**src/rtl/proc_instr_feeder_if.sv**
```systemverilog
// Bus between the instruction feeder (master) and its host/processor side (slave).
// Carries program load, run control, the processor handshake and status.
interface proc_instr_feeder_if #(
    parameter int AW = 8
);
    logic          Start;
    logic [AW:0]   ProgLen;
    logic          WrEn;
    logic [AW-1:0] WrAddr;
    logic [8:0]    WrData;
    logic          Done;
    logic [8:0]    DIN;
    logic          Run;
    logic [AW:0]   PC;
    logic [15:0]   InstrCount;
    logic          Busy;
    logic          Halted;
    logic          Error;
    logic [1:0]    ErrCode;

    modport master (
        input  Start, ProgLen, WrEn, WrAddr, WrData, Done,
        output DIN, Run, PC, InstrCount, Busy, Halted, Error, ErrCode
    );

    modport slave (
        output Start, ProgLen, WrEn, WrAddr, WrData, Done,
        input  DIN, Run, PC, InstrCount, Busy, Halted, Error, ErrCode
    );
endinterface

```
**src/rtl/proc_instr_feeder.sv**
```systemverilog
// Instruction sequencer: steps a program held in local RAM, issuing each word with a
// one-cycle Run pulse (plus the immediate for mvi) and waiting for the processor's Done.
module proc_instr_feeder #(
    parameter int AW      = 8,
    parameter int TIMEOUT = 16
) (
    input  logic Clock,
    input  logic Reset,
    proc_instr_feeder_if.master bus
);
    localparam logic [2:0] S_IDLE    = 3'd0;
    localparam logic [2:0] S_FETCH_I = 3'd1;
    localparam logic [2:0] S_LATCH_I = 3'd2;
    localparam logic [2:0] S_LATCH_D = 3'd3;
    localparam logic [2:0] S_ISSUE   = 3'd4;
    localparam logic [2:0] S_WAIT    = 3'd5;
    localparam logic [2:0] S_HALT    = 3'd6;
    localparam logic [2:0] S_ERROR   = 3'd7;

    localparam logic [7:0] TO_LAST = 8'(TIMEOUT - 1);

    logic [8:0]    r_mem [0:(2**AW)-1];
    logic [8:0]    r_rdata;
    logic [8:0]    r_ir;
    logic [8:0]    r_imm;
    logic [2:0]    r_state;
    logic [AW:0]   r_pc;
    logic [AW:0]   r_len;
    logic [15:0]   r_icount;
    logic [7:0]    r_tcnt;
    logic [1:0]    r_err;

    logic          w_idle_like;
    logic          w_is_mvi;
    logic          w_rd_mvi;
    logic [AW:0]   w_pc_inc;
    logic [AW:0]   w_pc_next;
    logic [AW-1:0] w_raddr;

    assign w_idle_like = (r_state == S_IDLE) || (r_state == S_HALT);
    assign w_is_mvi    = (r_ir[8:6] == 3'b001);
    assign w_rd_mvi    = (r_rdata[8:6] == 3'b001);
    assign w_pc_inc    = r_pc + (AW+1)'(1);
    assign w_pc_next   = w_is_mvi ? (r_pc + (AW+1)'(2)) : w_pc_inc;
    // The immediate read is launched from LATCH_I so it lands in LATCH_D.
    assign w_raddr     = (r_state == S_LATCH_I) ? w_pc_inc[AW-1:0] : r_pc[AW-1:0];

    // Program RAM survives Reset; writes only while not executing.
    always_ff @(posedge Clock) begin
        if (bus.WrEn && w_idle_like)
            r_mem[bus.WrAddr] <= bus.WrData;
        r_rdata <= r_mem[w_raddr];
    end

    always_ff @(posedge Clock) begin
        if (Reset) begin
            r_state  <= S_IDLE;
            r_pc     <= '0;
            r_len    <= '0;
            r_icount <= '0;
            r_tcnt   <= '0;
            r_err    <= 2'b00;
            r_ir     <= '0;
            r_imm    <= '0;
        end else begin
            case (r_state)
                S_IDLE, S_HALT: begin
                    if (bus.Start) begin
                        r_pc     <= '0;
                        r_icount <= '0;
                        r_len    <= bus.ProgLen;
                        r_state  <= (bus.ProgLen == '0) ? S_HALT : S_FETCH_I;
                    end
                end
                S_FETCH_I: r_state <= S_LATCH_I;
                S_LATCH_I: begin
                    r_ir <= r_rdata;
                    if (w_rd_mvi && (w_pc_inc >= r_len)) begin
                        r_err   <= 2'b10;
                        r_state <= S_ERROR;
                    end else if (w_rd_mvi) begin
                        r_state <= S_LATCH_D;
                    end else begin
                        r_state <= S_ISSUE;
                    end
                end
                S_LATCH_D: begin
                    r_imm   <= r_rdata;
                    r_state <= S_ISSUE;
                end
                S_ISSUE: begin
                    r_tcnt  <= '0;
                    r_state <= S_WAIT;
                end
                S_WAIT: begin
                    // Done on the last allowed WAIT cycle still wins over the timeout.
                    if (bus.Done) begin
                        r_pc <= w_pc_next;
                        if (r_icount != 16'hFFFF)
                            r_icount <= r_icount + 16'd1;
                        r_state <= (w_pc_next >= r_len) ? S_HALT : S_FETCH_I;
                    end else if (r_tcnt == TO_LAST) begin
                        r_err   <= 2'b01;
                        r_state <= S_ERROR;
                    end else begin
                        r_tcnt <= r_tcnt + 8'd1;
                    end
                end
                S_ERROR: r_state <= S_ERROR;
                default: r_state <= S_IDLE;
            endcase
        end
    end

    assign bus.Run        = (r_state == S_ISSUE);
    assign bus.DIN        = (r_state == S_ISSUE) ? r_ir :
                            (r_state == S_WAIT)  ? (w_is_mvi ? r_imm : r_ir) : 9'd0;
    assign bus.PC         = r_pc;
    assign bus.InstrCount = r_icount;
    assign bus.Busy       = !(w_idle_like || (r_state == S_ERROR));
    assign bus.Halted     = (r_state == S_HALT);
    assign bus.Error      = (r_state == S_ERROR);
    assign bus.ErrCode    = r_err;
endmodule

```
**src/flat_wrapper.sv**
```systemverilog
// flat-port wrapper written by rule: the top's interface ports become plain ports
module proc_instr_feeder_flat 
#(
    parameter int AW      = 8,
    parameter int TIMEOUT = 16
)
  (Clock, Reset, bus_Start, bus_ProgLen, bus_WrEn, bus_WrAddr, bus_WrData, bus_Done, bus_DIN, bus_Run, bus_PC, bus_InstrCount, bus_Busy, bus_Halted, bus_Error, bus_ErrCode);
  proc_instr_feeder_if #(.AW(AW)) bus_i ();
  input  logic Clock;
  input  logic Reset;
  input wire logic [$bits(bus_i.Start)-1:0] bus_Start;
  input wire logic [$bits(bus_i.ProgLen)-1:0] bus_ProgLen;
  input wire logic [$bits(bus_i.WrEn)-1:0] bus_WrEn;
  input wire logic [$bits(bus_i.WrAddr)-1:0] bus_WrAddr;
  input wire logic [$bits(bus_i.WrData)-1:0] bus_WrData;
  input wire logic [$bits(bus_i.Done)-1:0] bus_Done;
  output wire logic [$bits(bus_i.DIN)-1:0] bus_DIN;
  output wire logic [$bits(bus_i.Run)-1:0] bus_Run;
  output wire logic [$bits(bus_i.PC)-1:0] bus_PC;
  output wire logic [$bits(bus_i.InstrCount)-1:0] bus_InstrCount;
  output wire logic [$bits(bus_i.Busy)-1:0] bus_Busy;
  output wire logic [$bits(bus_i.Halted)-1:0] bus_Halted;
  output wire logic [$bits(bus_i.Error)-1:0] bus_Error;
  output wire logic [$bits(bus_i.ErrCode)-1:0] bus_ErrCode;
  assign bus_i.Start = bus_Start;
  assign bus_i.ProgLen = bus_ProgLen;
  assign bus_i.WrEn = bus_WrEn;
  assign bus_i.WrAddr = bus_WrAddr;
  assign bus_i.WrData = bus_WrData;
  assign bus_i.Done = bus_Done;
  assign bus_DIN = bus_i.DIN;
  assign bus_Run = bus_i.Run;
  assign bus_PC = bus_i.PC;
  assign bus_InstrCount = bus_i.InstrCount;
  assign bus_Busy = bus_i.Busy;
  assign bus_Halted = bus_i.Halted;
  assign bus_Error = bus_i.Error;
  assign bus_ErrCode = bus_i.ErrCode;
  proc_instr_feeder #(.AW(AW), .TIMEOUT(TIMEOUT)) u_core (.Clock(Clock), .Reset(Reset), .bus(bus_i));
endmodule
```
**config.mk**
```make
export PLATFORM = sky130hd
export DESIGN_NAME = proc_instr_feeder_flat
export DESIGN_NICKNAME = d
export VERILOG_FILES = /design/src/rtl/proc_instr_feeder_if.sv /design/src/rtl/proc_instr_feeder.sv /design/src/flat_wrapper.sv
export SDC_FILE = /design/constraint.sdc
export NUM_CORES = 2
export LEC_CHECK = 0
export CAP_MARGIN = 20
export CORE_ASPECT_RATIO = 0.75
export CORE_MARGIN = 10
export CORE_UTILIZATION = 28
export CTS_CLUSTER_DIAMETER = 120
export DETAILED_ROUTE_END_ITERATION = 7
export HOLD_SLACK_MARGIN = 0.15
export PLACE_DENSITY = 0.51
export SLEW_MARGIN = 30
export SYNTH_ARGS = -nofsm -noshare
export SYNTH_HDL_FRONTEND = slang
export SYNTH_SLANG_ARGS = --single-unit
```
**constraint.sdc**
```tcl
create_clock -name Clock -period 4.8 [get_ports Clock]
set_clock_uncertainty 0.2 [all_clocks]
set_input_delay 0.72 -clock Clock [delete_from_list [all_inputs] [get_ports Clock]]
set_output_delay 0.72 -clock Clock [all_outputs]
set_load 0.005 [all_outputs]
```
* After elaboration in Yosys (flattened, before gate mapping) *
Memories as Yosys holds them, arrays and structs flattened. A register that Yosys moved wholly into a read port is not among the register bits.
Cells that the tools add are included.

storage, ports and cells
  memories = 1
  logic and storage cells = 80
  input bits = 31
  bits in read-only memories = 0
  latch bits = 0
  register bits after elaboration = 65
  bits in writable memories = 2,304

memory list
  memory        depth  width  read ports  clocked after memory_dff  write ports  RTL line                 text
  u_core.r_mem  256    9      1           1                         1            proc_instr_feeder.sv:22  logic [8:0] r_mem [0:(2**AW)-1];

operators by class
  multiplexer cells = 29
  add/subtract/negate cells = 4
  divide/modulo/power cells = 0
  multipliers = 0
  equal/unequal tests = 19
  reductions and logical operators = 17
  shifts and indexed selects = 0
  order comparisons = 2
  bitwise logic cells = 0

operator list
  operator               number
  $mux 9                 6
  $mux 16                3
  $pmux 16 s2            1
  $mux 8                 3
  $mux 3                 7
  $pmux 3 s7             1
  $ge 9x9->1             2
  $pmux 9 s2             1
  $add 16x1->16 const B  1
  $ne 16x16->1 const B   1
  $pmux 8 s2             1
  $eq 3x3->1 const B     4
  $ne 2x2->1 const B     5
  $add 9x1->9 const B    1
  $add 9x2->9 const B    1
  $eq 3x1->1 const B     3
  $logic_not 9->1        1
  $add 8x1->8 const B    1
  $eq 8x4->1 const B     1
  $reduce_and 4->1       2
  $eq 3x2->1 const B     2
  $mux 2                 3
  $reduce_and 3->1       2
  $reduce_bool 2->1      3
  other kinds (10)       15

* Logic depth before layout (Yosys ltp) *
  depth after elaboration = 6
  mapped depth = 17
  depth with buffers taken out = 14

* Least setup slack after synthesis *
No wires, ideal clock.

  path kind = reg-to-reg
  from = register u_core.r_pc[1] (netlist: u_core.bus.PC[1])
  to = register u_core.r_state[1]
  data arrival time = 3.725 ns
  stages on the path, launching flop included = 18
  library setup time = 0.134 ns
  period minus slack after synthesis = 4.059 ns
  path buffers = 6
  slack = 0.741 ns
  required time = 4.466 ns
  path through = dfxtp_1 -> buf_2 -> buf_2 -> buf_2 -> buf_1 -> buf_2 -> clkbuf_1 -> a21oi_1 -> nand3b_1 -> nor2_1 -> xor2_1 -> ha_1 -> o21a_1 -> o21a_1 -> a21oi_1 -> o211ai_1 -> a211oi_1 -> a211oi_1

on the way
  cells in the longest elaborated chain, start to end = 6

ends and longest elaborated chain
  item                                               RTL line                                          text
  from (decl)                                        proc_instr_feeder.sv:27                           logic [AW:0] r_pc;
  from (signal assigned)                             proc_instr_feeder.sv:98                           r_pc <= w_pc_next;
  $add 9x1->9 / $add 9x2->9 (equally long branches)  proc_instr_feeder.sv:43, proc_instr_feeder.sv:44
  $mux 9                                             proc_instr_feeder.sv:44                           assign w_pc_next = w_is_mvi ? (r_pc + (AW+1)'(2)) : w_pc_inc;
  $ge 9x9->1                                         proc_instr_feeder.sv:101                          r_state <= (w_pc_next >= r_len) ? S_HALT : S_FETCH_I;
  $mux 3                                             proc_instr_feeder.sv:101
  $mux 3                                             proc_instr_feeder.sv:97                           if (bus.Done) begin
  $pmux 3 s7 *                                       proc_instr_feeder.sv:66                           case (r_state)
  to (signal assigned)                               proc_instr_feeder.sv:72                           r_state <= (bus.ProgLen == '0) ? S_HALT : S_FETCH_I;
  to (signal assigned)                               proc_instr_feeder.sv:101
  to (decl)                                          proc_instr_feeder.sv:26                           logic [2:0] r_state;

Mark *: on every way between the ends. The rest lies on a longest branch, timed or not.
A chain may end at the register's enable or synchronous reset.

* Worst setup path in the final report *
  from = register u_core.r_state[1]
  to = register u_core.r_rdata[4], read port of u_core.r_mem

on the way
  cells in the longest elaborated chain, start to end = 2

ends and longest elaborated chain
  item        RTL line                 text
  $eq 3x2->1  proc_instr_feeder.sv:46  assign w_raddr = (r_state == S_LATCH_I) ? w_pc_inc[AW-1:0] : r_pc[AW-1:0];
  $mux 8      proc_instr_feeder.sv:46
  to (decl)   proc_instr_feeder.sv:23  logic [8:0] r_rdata;

No other way between the ends.

==> PnR_summary.wiki <==
{| class="wikitable"
! Metric !! Value
|-
| Input/output buffers || 70
|-
| Setup TNS || 0 ps
|-
| Starting Density || 28.2%
|-
| Top Layer Used || met5
|-
| Number of nets in the synthesized netlist || 7879
|-
| Area occupied by multi-input gates || 38400 um2
|-
| Per-cell via count in the routed design || 5.48
|-
| Routed wirelength normalized by instance count || 28.1 um
|-
| Final net count || 8204
|-
| Most used flip-flop cell after synthesis || sky130_fd_sc_hd__edfxtp_1
|-
| FMAX || 211 MHz
|-
| Syn-to-layout area delta || 16.5%
|-
| Cell taking the most area after synthesis || sky130_fd_sc_hd__edfxtp_1
|-
| Cell type with the highest occurrence count on the critical path || sky130_fd_sc_hd__buf_4
|-
| Count of pins on the block boundary || 71
|-
| Global placement routability congestion || 0.868
|-
| Insertion delay of the later-clocked pin in the worst-skew pair || 930 ps
|-
| DP HPWL || 251000 um
|-
| Die width || 750 um
|-
| Detailed route wirelength on metal2 || 156000 um
|-
| Proportion of netlist area held by the largest area contributor || 61.9%
|-
| Via count of the first global-routing pass || 71.9k
|-
| Area used by sequential logic in the layout || 70700 um2
|-
| Full die area || 425000 um2
|-
| Number of max-cap violations || 0
|-
| Status || finished, final reports clean
|-
| TritonCTS clock tree || yes
|-
| Top area cells in the synthesized netlist || sky130_fd_sc_hd__edfxtp_1, sky130_fd_sc_hd__mux2i_1, sky130_fd_sc_hd__mux4_2, sky130_fd_sc_hd__a211oi_1, sky130_fd_sc_hd__nor2b_1
|-
| Most frequently used cell type in the post-synthesis netlist || sky130_fd_sc_hd__edfxtp_1
|-
| Max H-tree Level || 4
|-
| Final critical path time including I/O delays and setup || 4740 ps
|-
| Master cell of the clock root buffer || sky130_fd_sc_hd__clkbuf_16
|-
| Leakage power || 38.7 nW
|-
| First-pass iteration count of the detailed router || 5
|-
| Pwr Density || 392 nW/um2
|-
| RSZ-0062 raised after global routing || no
|-
| Clk pin slew, worst setup/hold paths || 70 ps
|-
| Max-slew violation count || 0
|-
| Kind of critical path || reg -> reg
|-
| Count of clock tree sinks || 2378
|-
| Fraction of synthesis flops using an asynchronous set or reset pin || 0%
|-
| Core occupancy in the finished layout || 32.8%
|-
| Share of layout cells above drive strength 1 || 17.5%
|-
| CP Capture Type || register
|-
| Overflow after GRT || 0
|-
| Number of warning messages in the yosys log || 0
|-
| Area of the core || 397000 um2
|-
| Post-route total power || 0.0510 W
|-
| # fillers || 38.4k
|-
| Final wirelength || 382000 um
|-
| Number of DRC markers in iteration 0 || 9341
|-
| Most frequent cells after synthesis || sky130_fd_sc_hd__edfxtp_1, sky130_fd_sc_hd__mux2i_1, sky130_fd_sc_hd__a211oi_1
|-
| Netlist cell types || 75
|-
| Logic depth of the worst register-to-register path || 13
|-
| CP Launch Type || register
|-
| Post-synthesis sequential area ratio || 63.2%
|-
| Area of the mapped netlist || 112000 um2
|-
| Count of vias placed by the detailed router || 74.5k
|-
| Global-route wire length before repair || 540000 um
|-
| Cell total after placement || 13.2k
|-
| Metal1 wirelength || 175000 um
|-
| Slew at the pin closest to its max-slew limit || 1090 ps
|-
| Met3 wire length || 42700 um
|-
| Mean instance size in the synthesized netlist || 14.3 um2
|-
| Number of nets with antenna violations after routing || 0
|-
| Setup bufs post-CTS || 0
|-
| Crit path cell chain || or3b_4 -> buf_12 -> buf_4 -> nor3_2 -> nor2_4 -> buf_12 -> buf_4 -> mux2i_1 -> mux2i_1 -> a211oi_1 -> a21oi_1 -> nor4_1 -> buf_4
|-
| WP data required || 5470 ps
|-
| Final setup vio count || 0
|-
| Arrival time at the worst endpoint || 5410 ps
|-
| DRC violations left || 0
|-
| Clk buf depth || 4
|-
| Die height || 567 um
|-
| Number of flops mapped to enable cells by yosys || 2304
|-
| Longest individual stage delay on the worst path || 900 ps
|-
| Final period utilization || 98.8%
|-
| Synth Register Bits || 2378
|-
| Largest net degree at the start of global routing || 141
|-
| FP Rows || 200
|-
| Cell depth of the worst hold path || 1
|-
| Largest vdd supply drop || 0.301 mV
|-
| TritonCTS Buffers || 233
|-
| Worst-path cell with the longest stage delay || sky130_fd_sc_hd__a211oi_1
|-
| Critical-path maximum fanout || 36
|-
| Number of antenna violations at the first check in global routing || 26
|-
| Final non-filler cell total || 13.6k
|-
| Hold/Removal Path Class || in -> reg
|-
| Count of endpoints failing hold in the final timing report || 0
|-
| Worst slew margin || 26.8%
|-
| Total Routing Usage GR || 17.2%
|-
| Number of cells produced by synthesis || 7826
|}
cells by family after synthesis:
group,synth area share (%)
AOI/OAI and AO/OA,11.0
xor gates and xnor gates,0.282
adders and majority gates,0.246
buffers and inverters,2.70
DFF,63.2
muxes,15.7
and+or+nand+nor,6.89
cells in the final DEF, fill, tap and decap left out, types with 39 or more instances in the layout:
cell | netlist | layout
sky130_fd_sc_hd__nand3_1 | 93 | 89
sky130_fd_sc_hd__dfxtp_1 | 74 | 70
sky130_fd_sc_hd__mux4_2 | 343 | 343
sky130_fd_sc_hd__mux2i_1 | 935 | 934
sky130_fd_sc_hd__buf_12 | 2 | 72
sky130_fd_sc_hd__nor3_1 | 121 | 117
sky130_fd_sc_hd__nor2b_1 | 524 | 523
sky130_fd_sc_hd__o22ai_1 | 275 | 274
sky130_fd_sc_hd__clkbuf_16 | 0 | 237
sky130_fd_sc_hd__clkinv_1 | 0 | 43
sky130_fd_sc_hd__clkdlybuf4s50_1 | 0 | 61
sky130_fd_sc_hd__clkbuf_1 | 347 | 50
sky130_fd_sc_hd__nor2_1 | 358 | 351
sky130_fd_sc_hd__edfxtp_1 | 2304 | 2304
sky130_fd_sc_hd__a211oi_1 | 585 | 584
sky130_fd_sc_hd__a31oi_1 | 39 | 39
sky130_fd_sc_hd__a21oi_1 | 561 | 561
sky130_fd_sc_hd__mux2_2 | 43 | 43
sky130_fd_sc_hd__buf_4 | 14 | 594
sky130_fd_sc_hd__o21ai_0 | 129 | 128
sky130_fd_sc_hd__nand2_1 | 263 | 252
sky130_fd_sc_hd__a22oi_1 | 45 | 43
through the flow:
stage | instance area, um2 | setup slack (ps) | hold WS, ps
floorplan | 112000 | 741 | 231
global placement | 122000 | -593 | 247
detailed placement | 122000 | 6.61 | 248
CTS | 130000 | 56.1 | 150
global route | 130000 | 16.3 | 159
finish | 130000 | 56.9 | 170
cell type report:
cell class                      count  area share [%]
Tap cell                         5252            5.04
Timing Repair Buffer              745            5.18
Sequential cell                  2378            54.3
Clock inverter                    129            1.17
Multi-Input combinational cell   4766            29.5
Clock buffer                      291            4.73
Inverter                           27          0.0797
Antenna cell                        5         0.00961
power by group:
part,switching (W),internal [W],leakage [nW]
Sequential,0.000230,0.0229,21.3
Combinational,0.00573,0.00303,13.6
Clock,0.00821,0.0109,3.75
Total,0.0142,0.0368,38.7
final timing paths:
check | slack [ps] | start | to
setup / recovery | 60 | u_core.r_state[1]$_SDFFE_PP0P_ | u_core.r_rdata[4]$_DFF_P_
hold / removal | 170 | bus_WrData[6] | u_core.r_mem[85][6]$_DFFE_PP_
setup reg to reg | 60 | u_core.r_state[1]$_SDFFE_PP0P_ | u_core.r_rdata[4]$_DFF_P_
hold reg to reg | 260 | u_core.r_ir[4]$_SDFFE_PP0P_ | u_core.r_ir[4]$_SDFFE_PP0P_
metal layers:
metal | global-route usage, % | up-vias
li1 | - | 31920
met1 | 25.9 | 38516
met2 | 24.0 | 3603
met3 | 5.07 | 488
met4 | 3.81 | 6
met5 | 0 | -
critical path: cells and delay by family (launching register included):
kind | cells | cell delay (ps)
multiplexers | 2 | 400
buffers and inverters | 5 | 1460
AO/OA/AOI/OAI | 2 | 1130
AND/OR/NAND/NOR | 4 | 1110
flip-flops | 1 | 310
repair_timing:
item	in CTS	in global routing
gates resized for setup	1	5
endpoints found under the setup margin	1	5
cloned	0	0
endpoints found under the hold margin	186	0
hold buffers	8	0
pin swaps	0	0
registers in the layout, indices dropped and copies added, names as in the netlist, 8 cells and up:
register and cells:
u_core.bus.InstrCount 16, u_core.bus.PC 9, u_core.r_imm 9, u_core.r_ir 9
u_core.r_len 9, u_core.r_mem 2304, u_core.r_rdata 9, u_core.r_tcnt 8
Note: power is estimated with default switching activity, not from simulation.
